--- config.mk ---
export PLATFORM = sky130hd
export DESIGN_NAME = game_controller
export DESIGN_NICKNAME = d
export VERILOG_FILES = /design/src/rtl/game_controller.sv
export SDC_FILE = /design/constraint.sdc
export NUM_CORES = 1
export LEC_CHECK = 0
export BUFFER_PORTS_ARGS = -buffer_cell sky130_fd_sc_hd__buf_2
export CAP_MARGIN = 20
export CELL_PAD_IN_SITES_DETAIL_PLACEMENT = 0
export CELL_PAD_IN_SITES_GLOBAL_PLACEMENT = 1
export CORE_ASPECT_RATIO = 0.75
export CORE_MARGIN = 8
export CORE_UTILIZATION = 40
export CTS_BUF_LIST = sky130_fd_sc_hd__clkbuf_4
export CTS_CLUSTER_SIZE = 10
export DETAILED_ROUTE_END_ITERATION = 10
export GPL_TIMING_DRIVEN = 0
export PLACE_DENSITY = 0.65
export SLEW_MARGIN = 25
export SYNTH_ARGS = -nofsm -noshare
export SYNTH_HDL_FRONTEND = slang
export SYNTH_SLANG_ARGS = --single-unit
--- constraint.sdc ---
create_clock -name clk -period 3.05 [get_ports clk]
set_input_delay 0.4575 -clock clk [delete_from_list [all_inputs] [get_ports clk]]
set_output_delay 0.4575 -clock clk [all_outputs]
set_load 0.005 [all_outputs]
--- src/rtl/game_controller.sv ---
// Game of Life sequencer: debounces the two board buttons and issues load/step pulses
// to the cell grid, with run/pause, single-step, pattern select and auto-pause on a static grid.
module game_controller #(
  parameter int unsigned DEBOUNCE_CYCLES = 65536,
  parameter int unsigned TICK_DIVIDER    = 23,
  parameter int unsigned N_PATTERNS      = 4,
  parameter int unsigned GEN_WIDTH       = 16,
  localparam int unsigned PatW = (N_PATTERNS > 1) ? $clog2(N_PATTERNS) : 1
) (
  input  logic                 clk,
  input  logic                 rst,
  input  logic [1:0]           buttons,
  input  logic                 grid_static,
  output logic                 load_game,
  output logic                 step_game,
  output logic [PatW-1:0]      pattern_sel,
  output logic [GEN_WIDTH-1:0] generation,
  output logic                 running,
  output logic                 stalled
);

  localparam int unsigned DbW = (DEBOUNCE_CYCLES > 1) ? $clog2(DEBOUNCE_CYCLES) : 1;
  localparam logic [DbW-1:0]  DbLast  = DbW'(DEBOUNCE_CYCLES - 1);
  localparam logic [PatW-1:0] PatLast = PatW'(N_PATTERNS - 1);

  typedef enum logic [1:0] {StLoad, StPause, StRun} state_e;

  logic [1:0]          sync1_q, sync2_q;
  logic [1:0]          deb_q, deb_d;
  logic [1:0]          press_q, press_d;
  logic [1:0][DbW-1:0] cnt_q, cnt_d;

  state_e                state_q, state_d;
  logic [PatW-1:0]       pattern_sel_q, pattern_sel_d;
  logic [GEN_WIDTH-1:0]  generation_q, generation_d, gen_inc;
  logic [TICK_DIVIDER-1:0] tick_q, tick_d;
  logic                  load_game_q, load_game_d;
  logic                  step_game_q, step_game_d;
  logic                  running_q, running_d;
  logic                  stalled_q, stalled_d;
  logic                  step_dly_q;

  always_comb begin
    deb_d = deb_q;
    cnt_d = cnt_q;
    for (int i = 0; i < 2; i++) begin
      if (sync2_q[i] == deb_q[i]) begin
        cnt_d[i] = '0;
      end else if (cnt_q[i] == DbLast) begin
        deb_d[i] = sync2_q[i];
        cnt_d[i] = '0;
      end else begin
        cnt_d[i] = cnt_q[i] + 1'b1;
      end
    end
    press_d = deb_d & ~deb_q;
  end

  assign gen_inc = (&generation_q) ? generation_q : generation_q + 1'b1;

  always_comb begin
    state_d       = state_q;
    pattern_sel_d = pattern_sel_q;
    generation_d  = generation_q;
    tick_d        = tick_q;
    stalled_d     = stalled_q;
    load_game_d   = 1'b0;
    step_game_d   = 1'b0;
    unique case (state_q)
      StLoad: begin
        load_game_d  = 1'b1;
        generation_d = '0;
        stalled_d    = 1'b0;
        state_d      = StPause;
      end
      StPause: begin
        if (press_q[0]) begin
          state_d = StRun;
          tick_d  = '0;
        end else if (press_q[1]) begin
          step_game_d  = 1'b1;
          generation_d = gen_inc;
          stalled_d    = 1'b0;
        end
      end
      StRun: begin
        tick_d = tick_q + 1'b1;
        if (press_q[1]) begin
          pattern_sel_d = (pattern_sel_q == PatLast) ? '0 : pattern_sel_q + 1'b1;
          state_d       = StLoad;
        end else begin
          if (&tick_q) begin
            step_game_d  = 1'b1;
            generation_d = gen_inc;
            stalled_d    = 1'b0;
          end
          if (press_q[0]) begin
            state_d = StPause;
          end
          // grid_static reflects the generation produced by the previous step pulse
          if (step_dly_q && grid_static) begin
            state_d   = StPause;
            stalled_d = 1'b1;
          end
        end
      end
      default: state_d = StLoad;
    endcase
    running_d = (state_d == StRun);
  end

  always_ff @(posedge clk or posedge rst) begin
    if (rst) begin
      sync1_q       <= '0;
      sync2_q       <= '0;
      deb_q         <= '0;
      cnt_q         <= '0;
      press_q       <= '0;
      state_q       <= StLoad;
      pattern_sel_q <= '0;
      generation_q  <= '0;
      tick_q        <= '0;
      load_game_q   <= 1'b0;
      step_game_q   <= 1'b0;
      running_q     <= 1'b0;
      stalled_q     <= 1'b0;
      step_dly_q    <= 1'b0;
    end else begin
      sync1_q       <= buttons;
      sync2_q       <= sync1_q;
      deb_q         <= deb_d;
      cnt_q         <= cnt_d;
      press_q       <= press_d;
      state_q       <= state_d;
      pattern_sel_q <= pattern_sel_d;
      generation_q  <= generation_d;
      tick_q        <= tick_d;
      load_game_q   <= load_game_d;
      step_game_q   <= step_game_d;
      running_q     <= running_d;
      stalled_q     <= stalled_d;
      step_dly_q    <= step_game_q;
    end
  end

  assign load_game   = load_game_q;
  assign step_game   = step_game_q;
  assign pattern_sel = pattern_sel_q;
  assign generation  = generation_q;
  assign running     = running_q;
  assign stalled     = stalled_q;

endmodule
==> metrics.md, run 1 <==
| Metric | Value |
|---|---|
| Outcome | complete, no violations |
| Psw | 461 uW |
| Gpl congestion | 0.782 |
| Antenna-violating nets left | 0 |
| CTS tree | built |
| Hpwl dp | 6890 um |
| Gate power share | 0.029 |
| CP startpoint kind | flip-flop |
| Post-Layout Cell Count | 624 |
| Hold_sp | buttons[1] |
| Worst slew margin | 0.500 |
| Gr usage total | 0.141 |
| WP data required | 3380 ps |
| Fraction of layout cells with a size suffix above 1 | 0.145 |
| Total grt overflow | 0 |
| # clock sinks | 88 |
| Area Growth Syn to Fin | 10.3% |
| Hold Path End | sync1_q[1]$_DFF_PP0_ |
| Commonest cells in the netlist | dfrtp_1 (88), nor2_1 (66), xor2_1 (33) |
| VDD IR max | 0.189 mV |
| Final number of setup-violating endpoints | 0 |
| Hold Path Class | in2reg |
| Sequential area share after synthesis | 0.494 |
| Syn_area_per_cell | 10.1 um^2 |
| Clk Latency, worst-skew pair | 440 ps |
| Final instance area | 4920 um^2 |
| Asr flop ratio synth | 1.00 |
| Reg2Reg Setup Slack | 640 ps |
| Mapped Area | 4460 um^2 |
| Switching power share of the total | 0.253 |
| Leading area contributor after synthesis | dfrtp_1 |
| Total vias in the final route | 3,316 |
| DR vias/cell | 5.31 |
| Setup crit end kind | flip-flop |
| Max clock buf depth | 2 |
| Die X | 138 um |
| Arr. time, crit path | 2740 ps |
| Initial DRT Pass Iterations | 4 |
| Post-layout util | 0.451 |
| Synth Area in XOR/XNOR | 0.0923 |
| Clock buffer count from CTS | 9 |
| Placed cells | 607 |
| Worst r2r dst | tick_q[20]$_DFFE_PP0P_ |
| Nets | 493 |
| Hold path depth | 1 |
| RSZ-0062 raised after global routing | no |
| First-pass GRT wire length | 16,600 um |
| Filler Cell Count | 1,095 |
| Flop pwr share | 0.649 |
| Final period util | 0.790 |
| Pin count of the biggest net entering global routing | 68 |
| Cell row count | 33 |
| Largest family of logic cells by synthesized area | simple AND/OR/NAND/NOR gates |
| Routed wire length per instance | 15.8 um |
| Hold slack | 119 ps |
| Top_reg_cell synth | dfrtp_1 |
| Adder-Cell Fraction of Synth Area | 0.0253 |
| Max-slew violations | 0 |
| Worst-case reg-to-reg path depth | 9 |
| Post-Synth Simple-Gate Area | 0.233 |
| Routed wire length | 9860 um |
| Root buffer cell | clkbuf_4 |
| Int Pwr | 1.36 mW |
| IO Count | 27 |
| Net Count, Synth | 454 |
| PortBufs | 26 |
| Residual DRC | 0 |
| Worst-path clk slew | 140 ps |
| Leakage power | 2.21 nW |
| Height of the die | 107 um |
| Initial antenna violation count | 0 |
| ANT cells | 0 |
| Core ar. | 10,900 um^2 |
| Final Hold Vio Count | 0 |
| Max cap viols | 0 |
| Starting DRT DRC Count | 183 |
| FF+latch count, synth | 88 |
| Crit Path Class | reg2reg |
| Initial Util | 0.409 |
| Vias in the first global route | 3,220 |
| CP max FO | 8 |
| Top-count cell post-synth | dfrtp_1 |
| Area share of the largest cell type after synthesis | 0.494 |
| Compound-Gate Fraction of Synth Area | 0.111 |
| Fmax | 0.415 GHz |
| Distinct cells, synth | 50 |
| Worst-Margin Slew | 729 ps |
| H-tree Lvls | 3 |
| DIE AREA | 14,800 um^2 |
| Clock power frac | 0.322 |
| Ys Warns | 0 |
| Power per cell area | 371 nW/um^2 |
| Post-synthesis mux area share | 0.0166 |
| Synth area leaders | dfrtp_1 (49%), xor2_1 (6.5%), nor2_1 (5.6%) |
| # resized after CTS | 0 |
| Mapped Cells | 440 |
| RR Startpoint | state_q[1]$_DFF_PP0_ |
| EDFF count, synth | 0 |
| Clock Skews | 9.66 ps |
| DP Area | 4800 um^2 |
| Min cycle time layout | 2410 ps |
[routing by layer]
layer,track usage,up-vias,share of wire
li1,-,1639,-
met1,0.207,1619,0.52
met2,0.199,49,0.43
met3,0.0350,9,0.037
met4,0.0428,0,0.012
met5,0,-,0
[layout by cell type, fill, tap and decap left out, drive strengths merged, types with 2 or more instances in the layout]
cell     n
o41ai    8
a21oi   11
clkinv   4
mux2i    4
nand3   32
dfrtp   88
nor4     4
nand2   28
nor3     6
and4     9
and3     9
nand4   20
ha       9
xnor2   14
clkbuf  15
and2     6
nor2b    4
or3      6
a21o     3
nand2b   6
nor3b    4
inv     12
nor2    66
o21ai   11
xor2    33
mux2     3
o31ai   10
a31oi   10
buf     37
a32o     2
[kinds of logic (layout without fill, tap and decap cells)]
group,count (synthesis),after routing
AO/OA/AOI/OAI,60,60
XOR/XNOR,47,47
adder cells (fa/ha/maj),9,9
buffers and inverters,26,70
flip-flops,88,88
multiplexers,7,7
AND/OR/NAND/NOR,203,203
[power by group through the flow]
stage	clock network [mW]	logic [mW]	registers (mW)
floorplan	0	0.0351	1.20
global placement	0	0.0499	1.21
detailed placement	0	0.0551	1.21
CTS	0.623	0.0566	1.18
global route	0.669	0.0635	1.19
finish	0.589	0.0529	1.18
[worst max path at each step]
| stage | startpoint | end | slack [ps] | depth (start not counted) |
|---|---|---|---|---|
| after floorplan | rst | cnt_q[0]$_DFF_PP0_ | 310 | 1 |
| after global placement | rst | generation[7]$_DFFE_PP0P_ | -890 | 2 |
| after detailed placement | state_q[1]$_DFF_PP0_ | tick_q[12]$_DFFE_PP0P_ | 670 | 9 |
| after CTS | state_q[1]$_DFF_PP0_ | tick_q[20]$_DFFE_PP0P_ | 640 | 9 |
| after global routing | state_q[1]$_DFF_PP0_ | tick_q[14]$_DFFE_PP0P_ | 400 | 9 |
| final | state_q[1]$_DFF_PP0_ | tick_q[20]$_DFFE_PP0P_ | 640 | 9 |
[through the flow]
| step | power, mW | TNS [ps] | setup WS (ps) |
|---|---|---|---|
| final | 1.83 | 0 | 640 |
| after global routing | 1.92 | 0 | 398 |
| after global placement | 1.26 | -77490 | -888 |
| after floorplan | 1.24 | 0 | 314 |
| after CTS | 1.86 | 0 | 640 |
| after detailed placement | 1.26 | 0 | 673 |
[layout make-up]
type	instances	area (um^2)	share of cell area
sequential	88	2200	0.448
multi-input combinational	326	2140	0.434
tap	140	175	0.0356
timing repair buffer	28	168	0.0341
buffer	15	80.1	0.0163
clock buffer	10	75.1	0.0153
inverter	11	46.3	0.00941
clock inverter	6	35.0	0.00712
[registers in the layout, indices dropped and copies added, names as in the netlist]
| register | count |
|---|---|
| cnt_q | 32 |
| deb_q | 2 |
| generation | 16 |
| load_game | 1 |
| pattern_sel | 2 |
| press_q | 2 |
| running | 1 |
| stalled | 1 |
| state_q | 2 |
| step_dly_q | 1 |
| step_game | 1 |
| sync1_q | 2 |
| sync2_q | 2 |
| tick_q | 23 |
[what timing repair did]
action,CTS,global route
hold buffers,1,0
setup buffers,0,0
hold endpoints to repair,21,0
[critical path: stages, from the launching register on]
cell      delay (ps)
dfrtp_1          440
inv_1             90
ha_1             130
buf_2            180
mux2i_1          650
and4b_1          270
clkbuf_1         180
nand3_1          140
xor2_1           160
nor2_1            50
No activity file was read; power rests on OpenSTA's default activity.
==> run 2: changes to the inputs <==
Settings changed: PLACE_DENSITY 0.65 to 0.68.
Clock period 3.05 ns to 2.1 ns, I/O delays scaled along.
==> run 2 against run 1 <==
- the flow now finishes with violations (setup timing)
- utilization is 3.5 points higher
- die area is the same
- clock power increased by 68%
- sequential share of layout area down 3.2 points
- first-iteration DRC count grew 3.8%
==> metrics.md, run 2 (synthesized netlist as in run 1, its figures left out) <==
| Metric | Value |
|---|---|
| VDD IR max | 0.448 mV (+140%) |
| Flop pwr share | 0.615 (-0.034) |
| Min cycle time layout | 2100 ps (-309 ps) |
| Routed wire length | 9920 um (+0.63%) |
| Psw | 686 uW (+49%) |
| Outcome | finished, violations left |
| CTS tree | built |
| Cell row count | 33 (unchanged) |
| Hold_sp | grid_static |
| CP startpoint kind | flip-flop |
| Max cap viols | 0 (unchanged) |
| Initial antenna violation count | 0 (unchanged) |
| Hpwl dp | 6930 um (+0.70%) |
| Die X | 138 um (unchanged) |
| First-pass GRT wire length | 16,700 um (+0.63%) |
| Worst-Margin Slew | 686 ps (-43.0 ps) |
| Register with the most flip-flops | cnt_q |
| Gpl congestion | 0.756 (-3.3%) |
| Filler Cell Count | 1,042 (-4.8%) |
| Tot Pwr | 2.80 mW (+53%) |
| Int Pwr | 2.11 mW (+55%) |
| Hold slack | 186 ps (+67.0 ps) |
| Violated checks | setup timing |
| H-tree Lvls | 3 (unchanged) |
| Gr usage total | 0.142 (+0.000637) |
| Commonest non-fill, non-tap cells in the layout | dfrtp_1 (86), nor2_1 (65), xor2_1 (33) |
| Area Growth Syn to Fin | 18.9% |
| Final period util | 1.00 (+0.210) |
| Pin count of the biggest net entering global routing | 32 (-53%) |
| ANT cells | 0 (unchanged) |
| Max clock buf depth | 2 (unchanged) |
| Residual DRC | 0 (unchanged) |
| Slack of the critical path | -0.429 ps (-641 ps) |
| Power per cell area | 528 nW/um^2 (+42%) |
| Setup crit end kind | flip-flop |
| Nets | 512 (+3.9%) |
| Vias in the first global route | 3,244 (+0.75%) |
| DP Area | 4830 um^2 (+0.65%) |
| CP max FO | 10 (+2) |
| Commonest non-fill, non-tap cell in the layout | dfrtp_1 |
| # clock sinks | 88 (unchanged) |
| Core ar. | 10,900 um^2 (unchanged) |
| Final Hold Vio Count | 0 (unchanged) |
| IO Count | 27 (unchanged) |
| Final number of setup-violating endpoints | 1 (+1) |
| DR vias/cell | 5.35 (+0.67%) |
| Clk Latency, worst-skew pair | 450 ps (about the same) |
| RSZ-0062 raised after global routing | yes |
| Root buffer cell | clkbuf_4 |
| Clock Skews | 14.0 ps (+4.33 ps) |
| Leakage power | 2.38 nW (+7.8%) |
| Initial DRT Pass Iterations | 4 (unchanged) |
| Initial Util | 0.409 (unchanged) |
| Arr. time, crit path | 2440 ps (-300 ps) |
| WP data required | 2440 ps (-940 ps) |
| Starting DRT DRC Count | 190 (+3.8%) |
| DIE AREA | 14,800 um^2 (unchanged) |
| RR Startpoint | state_q[0]$_DFF_PP0_ |
| Height of the die | 107 um (unchanged) |
| Antenna-violating nets left | 0 (unchanged) |
| Total grt overflow | 0 (unchanged) |
| Fin Setup TNS | -0.429 ps (-0.429 ps) |
| PortBufs | 26 (unchanged) |
| Hold Path Class | in2reg |
| Routed wire length per instance | 15.4 um (-2.3%) |
| Gate power share | 0.031 (+0.002) |
| Worst Setup SP | state_q[0]$_DFF_PP0_ |
| Post-Place Worst Slack | -294 ps (-967 ps) |
| Crit Path Class | reg2reg |
| Number of flip-flops under the largest register name | 32 (unchanged) |
| Clock power frac | 0.354 (+0.032) |
| Final instance area | 5300 um^2 (+7.8%) |
| Worst-path clk slew | 150 ps (about the same) |
| Total vias in the final route | 3,440 (+3.7%) |
| Clock buffer count from CTS | 9 (unchanged) |
| Worst slew margin | 0.538 (+0.0384) |
| Max-slew violations | 0 (unchanged) |
| Fraction of layout cells with a size suffix above 1 | 0.221 (+0.0760) |
| Fmax | 0.476 GHz (+15%) |
| Switching power share of the total | 0.245 (-0.00737) |
## run 2: stage by stage
stage,std cells,util
2_1_floorplan,440,-
3_3_place_gp,606,0.437
3_5_place_dp,609,0.443
4_1_cts,629,0.466
5_1_grt,643,0.486
6_report,643,0.486
## run 2: layout make-up
cell class	instances	area (um^2)	share of cell area
buffer	12	110	0.0208
multi-input combinational	326	2250	0.424
tap	140	175	0.0330
timing repair buffer	50	373	0.0703
sequential	88	2200	0.416
clock buffer	9	67.6	0.0127
clock inverter	7	80.1	0.0151
inverter	11	45.0	0.00849
## run 2: final timing paths
| path | to | slack [ps] | cells past startpoint |
|---|---|---|---|
| hold / removal | stalled$_DFFE_PP0P_ | 190 | 4 |
| setup reg to reg | generation[6]$_DFFE_PP0P_ | -0.4 | 8 |
| max in group asynchronous | cnt_q[25]$_DFF_PP0_ | 1260 | 5 |
| hold reg to reg | sync2_q[0]$_DFF_PP0_ | 370 | 0 |
| min in group asynchronous | pattern_sel[1]$_DFFE_PP0P_ | 430 | 4 |
| setup / recovery | generation[6]$_DFFE_PP0P_ | -0.4 | 8 |
## run 2: power groups by stage
stage	logic [mW]	registers, mW	clock network [mW]
4_1_cts	0.0917	1.72	1.04
3_5_place_dp	0.0878	1.75	0
5_1_grt	0.102	1.72	1.10
2_1_floorplan	0.0514	1.75	0
6_report	0.0872	1.72	0.990
3_3_place_gp	0.0730	1.75	0
## run 2: metal layers
layer	track usage	vias to the layer above	wire length [um]
met5	0	-	0
met4	0.0413	0	116
met3	0.0368	13	432
met2	0.195	56	4370
met1	0.210	1684	5000
li1	-	1687	-
## run 2: worst max-delay path, cell delays in order, from the launching register on
cell and delay (ps):
dfrtp_1 430, buf_6 130, ha_4 140, buf_6 130
a221o_1 340, buf_6 160, buf_6 150, o41ai_2 400
o31ai_2 110
## run 2: what timing repair did
action / CTS / global route
cloned: 0 / 1
resized for setup: 15 / 30
hold endpoints to repair: 29 / 0
pin swaps: 2 / 7
hold buffers: 3 / 0
buffers inserted: 3 / 14
endpoints found under the setup margin: 51 / 53
==> run 3: changes to the inputs <==
Settings changed: CORE_ASPECT_RATIO 0.75 to 1.2, CORE_MARGIN 8 to not set, TNS_END_PERCENT set to 100.
==> run 3 against run 2 <==
- combinational power is 11% higher
- global-route usage is 2.4 points higher
- critical path type unchanged
- design area is 2.1% lower
- highest routed layer unchanged
- the run ends with DRC left
- first-iteration DRC count is 54% lower
==> metrics.md, run 3 (synthesized netlist as in run 1, its figures left out) <==
| Metric | Value |
|---|---|
| Final Hold Vio Count | 0 (unchanged) |
| Vias in the first global route | 3,230 (-0.43%) |
| Max clock buf depth | 2 (unchanged) |
| Gr usage total | 0.166 (+0.0245) |
| Multi-input gate area | 2240 um^2 (-0.39%) |
| WP data required | 2440 ps (about the same) |
| Register with the most flip-flops | cnt_q |
| Number of flip-flops under the largest register name | 32 (unchanged) |
| Commonest non-fill, non-tap cells in the layout | dfrtp_1 (86), nor2_1 (66), xor2_1 (33) |
| Nets | 500 (-2.3%) |
| CTS tree | built |
| Fmax | 0.495 GHz (+3.9%) |
| Routed wire length per instance | 14.7 um (-4.9%) |
| PortBufs | 26 (unchanged) |
| Arr. time, crit path | 2370 ps (-70 ps) |
| Power per cell area | 529 nW/um^2 (+0.18%) |
| Initial Util | 0.418 (+0.00883) |
| Hold Path Class | in2reg |
| DR vias/cell | 5.36 (+0.24%) |
| Gpl congestion | 0.787 (+4.0%) |
| Worst slew margin | 0.620 (+0.0819) |
| Hold path depth | 4 (unchanged) |
| Worst r2r dst | generation[0]$_DFFE_PP0P_ |
| Flop pwr share | 0.626 (+0.011) |
| Residual DRC | 1 (+1) |
| Antenna-violating nets left | 0 (unchanged) |
| Final instance area | 5190 um^2 (-2.1%) |
| CP max FO | 9 (-1) |
| Hold_sp | grid_static |
| IO Count | 27 (unchanged) |
| Gate power share | 0.035 (+0.004) |
| Worst-Margin Slew | 565 ps (-121 ps) |
| Core ar. | 10,700 um^2 (-2.1%) |
| H-tree Lvls | 3 (unchanged) |
| Psw | 618 uW (-9.9%) |
| DP Area | 4860 um^2 (+0.60%) |
| Die X | 98.4 um (-29%) |
| Min cycle time layout | 2020 ps (-79.0 ps) |
| Initial antenna violation count | 0 (unchanged) |
| CP startpoint kind | flip-flop |
| DIE AREA | 11,600 um^2 (-22%) |
| Filler Cell Count | 1,002 (-3.8%) |
| Worst-path clk slew | 120 ps (-30 ps) |
| # clock sinks | 88 (unchanged) |
| ANT cells | 0 (unchanged) |
| Violated checks | DRC |
| Final period util | 0.963 (-0.0376) |
| Crit Path Class | reg2reg |
| First-pass GRT wire length | 15,600 um (-6.8%) |
| Routed wire length | 9090 um (-8.3%) |
| Final number of setup-violating endpoints | 0 (-1) |
| Leakage power | 2.33 nW (-2.1%) |
| Fin Setup TNS | 0 ps (+0.429 ps) |
| Initial DRT Pass Iterations | 9 (+5) |
| Area Growth Syn to Fin | 16.4% |
| Max-slew violations | 0 (unchanged) |
| Height of the die | 118 um (+9.5%) |
| RR Startpoint | state_q[1]$_DFF_PP0_ |
| Reg area | 2200 um^2 (unchanged) |
| Starting DRT DRC Count | 88 (-54%) |
| Root buffer cell | clkbuf_4 |
| Total grt overflow | 0 (unchanged) |
| Outcome | finished, violations left |
| Hold Path End | stalled$_DFFE_PP0P_ |
| Clock Skews | 22.8 ps (+8.77 ps) |
| Commonest non-fill, non-tap cell in the layout | dfrtp_1 |
| VDD IR max | 0.333 mV (-26%) |
| Total vias in the final route | 3,325 (-3.3%) |
| Clock power frac | 0.338 (-0.016) |
| Hpwl dp | 6360 um (-8.2%) |
| Worst-case reg-to-reg path depth | 8 (unchanged) |
| Setup crit end kind | flip-flop |
| Pin count of the biggest net entering global routing | 23 (-28%) |
| Post-layout util | 0.487 (about the same) |
| Clock buffer count from CTS | 9 (unchanged) |
| Clk Latency, worst-skew pair | 430 ps (-20 ps) |
| Cell row count | 41 (+24%) |
| RSZ-0062 raised after global routing | no |
| Switching power share of the total | 0.225 (-0.0200) |
| Fraction of layout cells with a size suffix above 1 | 0.189 (-0.0313) |
| Int Pwr | 2.13 mW (+0.68%) |
| Reg2Reg Setup Slack | 80 ps (+80 ps) |
| Max cap viols | 0 (unchanged) |
run 3: cell count changes in the layout (fill, tap and decap cells not counted), moves of 2 or more:
cell	before	now
clkinv_2	0	2
buf_6	9	2
clkinvlp_4	3	1
clkinv_4	3	0
clkinv_1	0	2
buf_4	15	8
buf_16	0	3
run 3: final cells by class:
type	count	area share
plain buffers	10	0.0161
clock buffers	11	0.0159
clock inverters	5	0.00916
inverters	11	0.00868
multi-input cells	326	0.431
flip-flops and latches	88	0.425
well taps	129	0.0311
repair buffers	40	0.0631
run 3: critical path, stage by stage, from the launching register on:
cell and delay, ps:
dfrtp_1 390, buf_4 150, ha_4 200, a221o_1 360
buf_4 180, a211oi_4 260, nand2_4 140, buf_4 160
mux2i_1 110
run 3: worst max-delay path by stage:
stage	startpoint	end
finish	state_q[1]$_DFF_PP0_	generation[0]$_DFFE_PP0P_
global route	tick_q[0]$_DFFE_PP0P_	generation[10]$_DFFE_PP0P_
CTS	state_q[0]$_DFF_PP0_	tick_q[19]$_DFFE_PP0P_
detailed placement	state_q[0]$_DFF_PP0_	generation[2]$_DFFE_PP0P_
global placement	state_q[0]$_DFF_PP0_	tick_q[13]$_DFFE_PP0P_
floorplan	state_q[0]$_DFF_PP0_	generation[9]$_DFFE_PP0P_
run 3: routing by layer:
layer,up-vias,track usage,wire [um]
li1,1654,-,-
met1,1621,0.231,4370
met2,43,0.256,4380
met3,7,0.0386,254
met4,0,0.0541,89
met5,-,0,0
run 3: power groups by stage:
| stage | sequential (mW) | combinational (mW) | clock [mW] |
|---|---|---|---|
| 5_1_grt | 1.72 | 0.114 | 1.05 |
| 3_3_place_gp | 1.75 | 0.0729 | 0 |
| 3_5_place_dp | 1.75 | 0.0974 | 0 |
| 6_report | 1.72 | 0.0968 | 0.928 |
| 2_1_floorplan | 1.75 | 0.0514 | 0 |
| 4_1_cts | 1.72 | 0.102 | 0.971 |
run 3: repair_timing:
item / 4_1_cts / 5_1_grt
pin swaps: 1 / 5
hold buffers: 3 / 0
endpoints found under the hold margin: 15 / 0
setup buffers: 4 / 3
cloned: 0 / 0
resized for setup: 15 / 16
endpoints found under the setup margin: 41 / 47
run 3: through the flow:
step	hold WS (ps)	instances	setup slack (ps)	power, mW
3_3_place_gp	339	595	-195	1.82
2_1_floorplan	331	440	95.8	1.80
4_1_cts	207	619	-81.3	2.79
6_report	238	620	78.6	2.74
5_1_grt	232	620	4.62	2.89
3_5_place_dp	322	599	-202	1.85
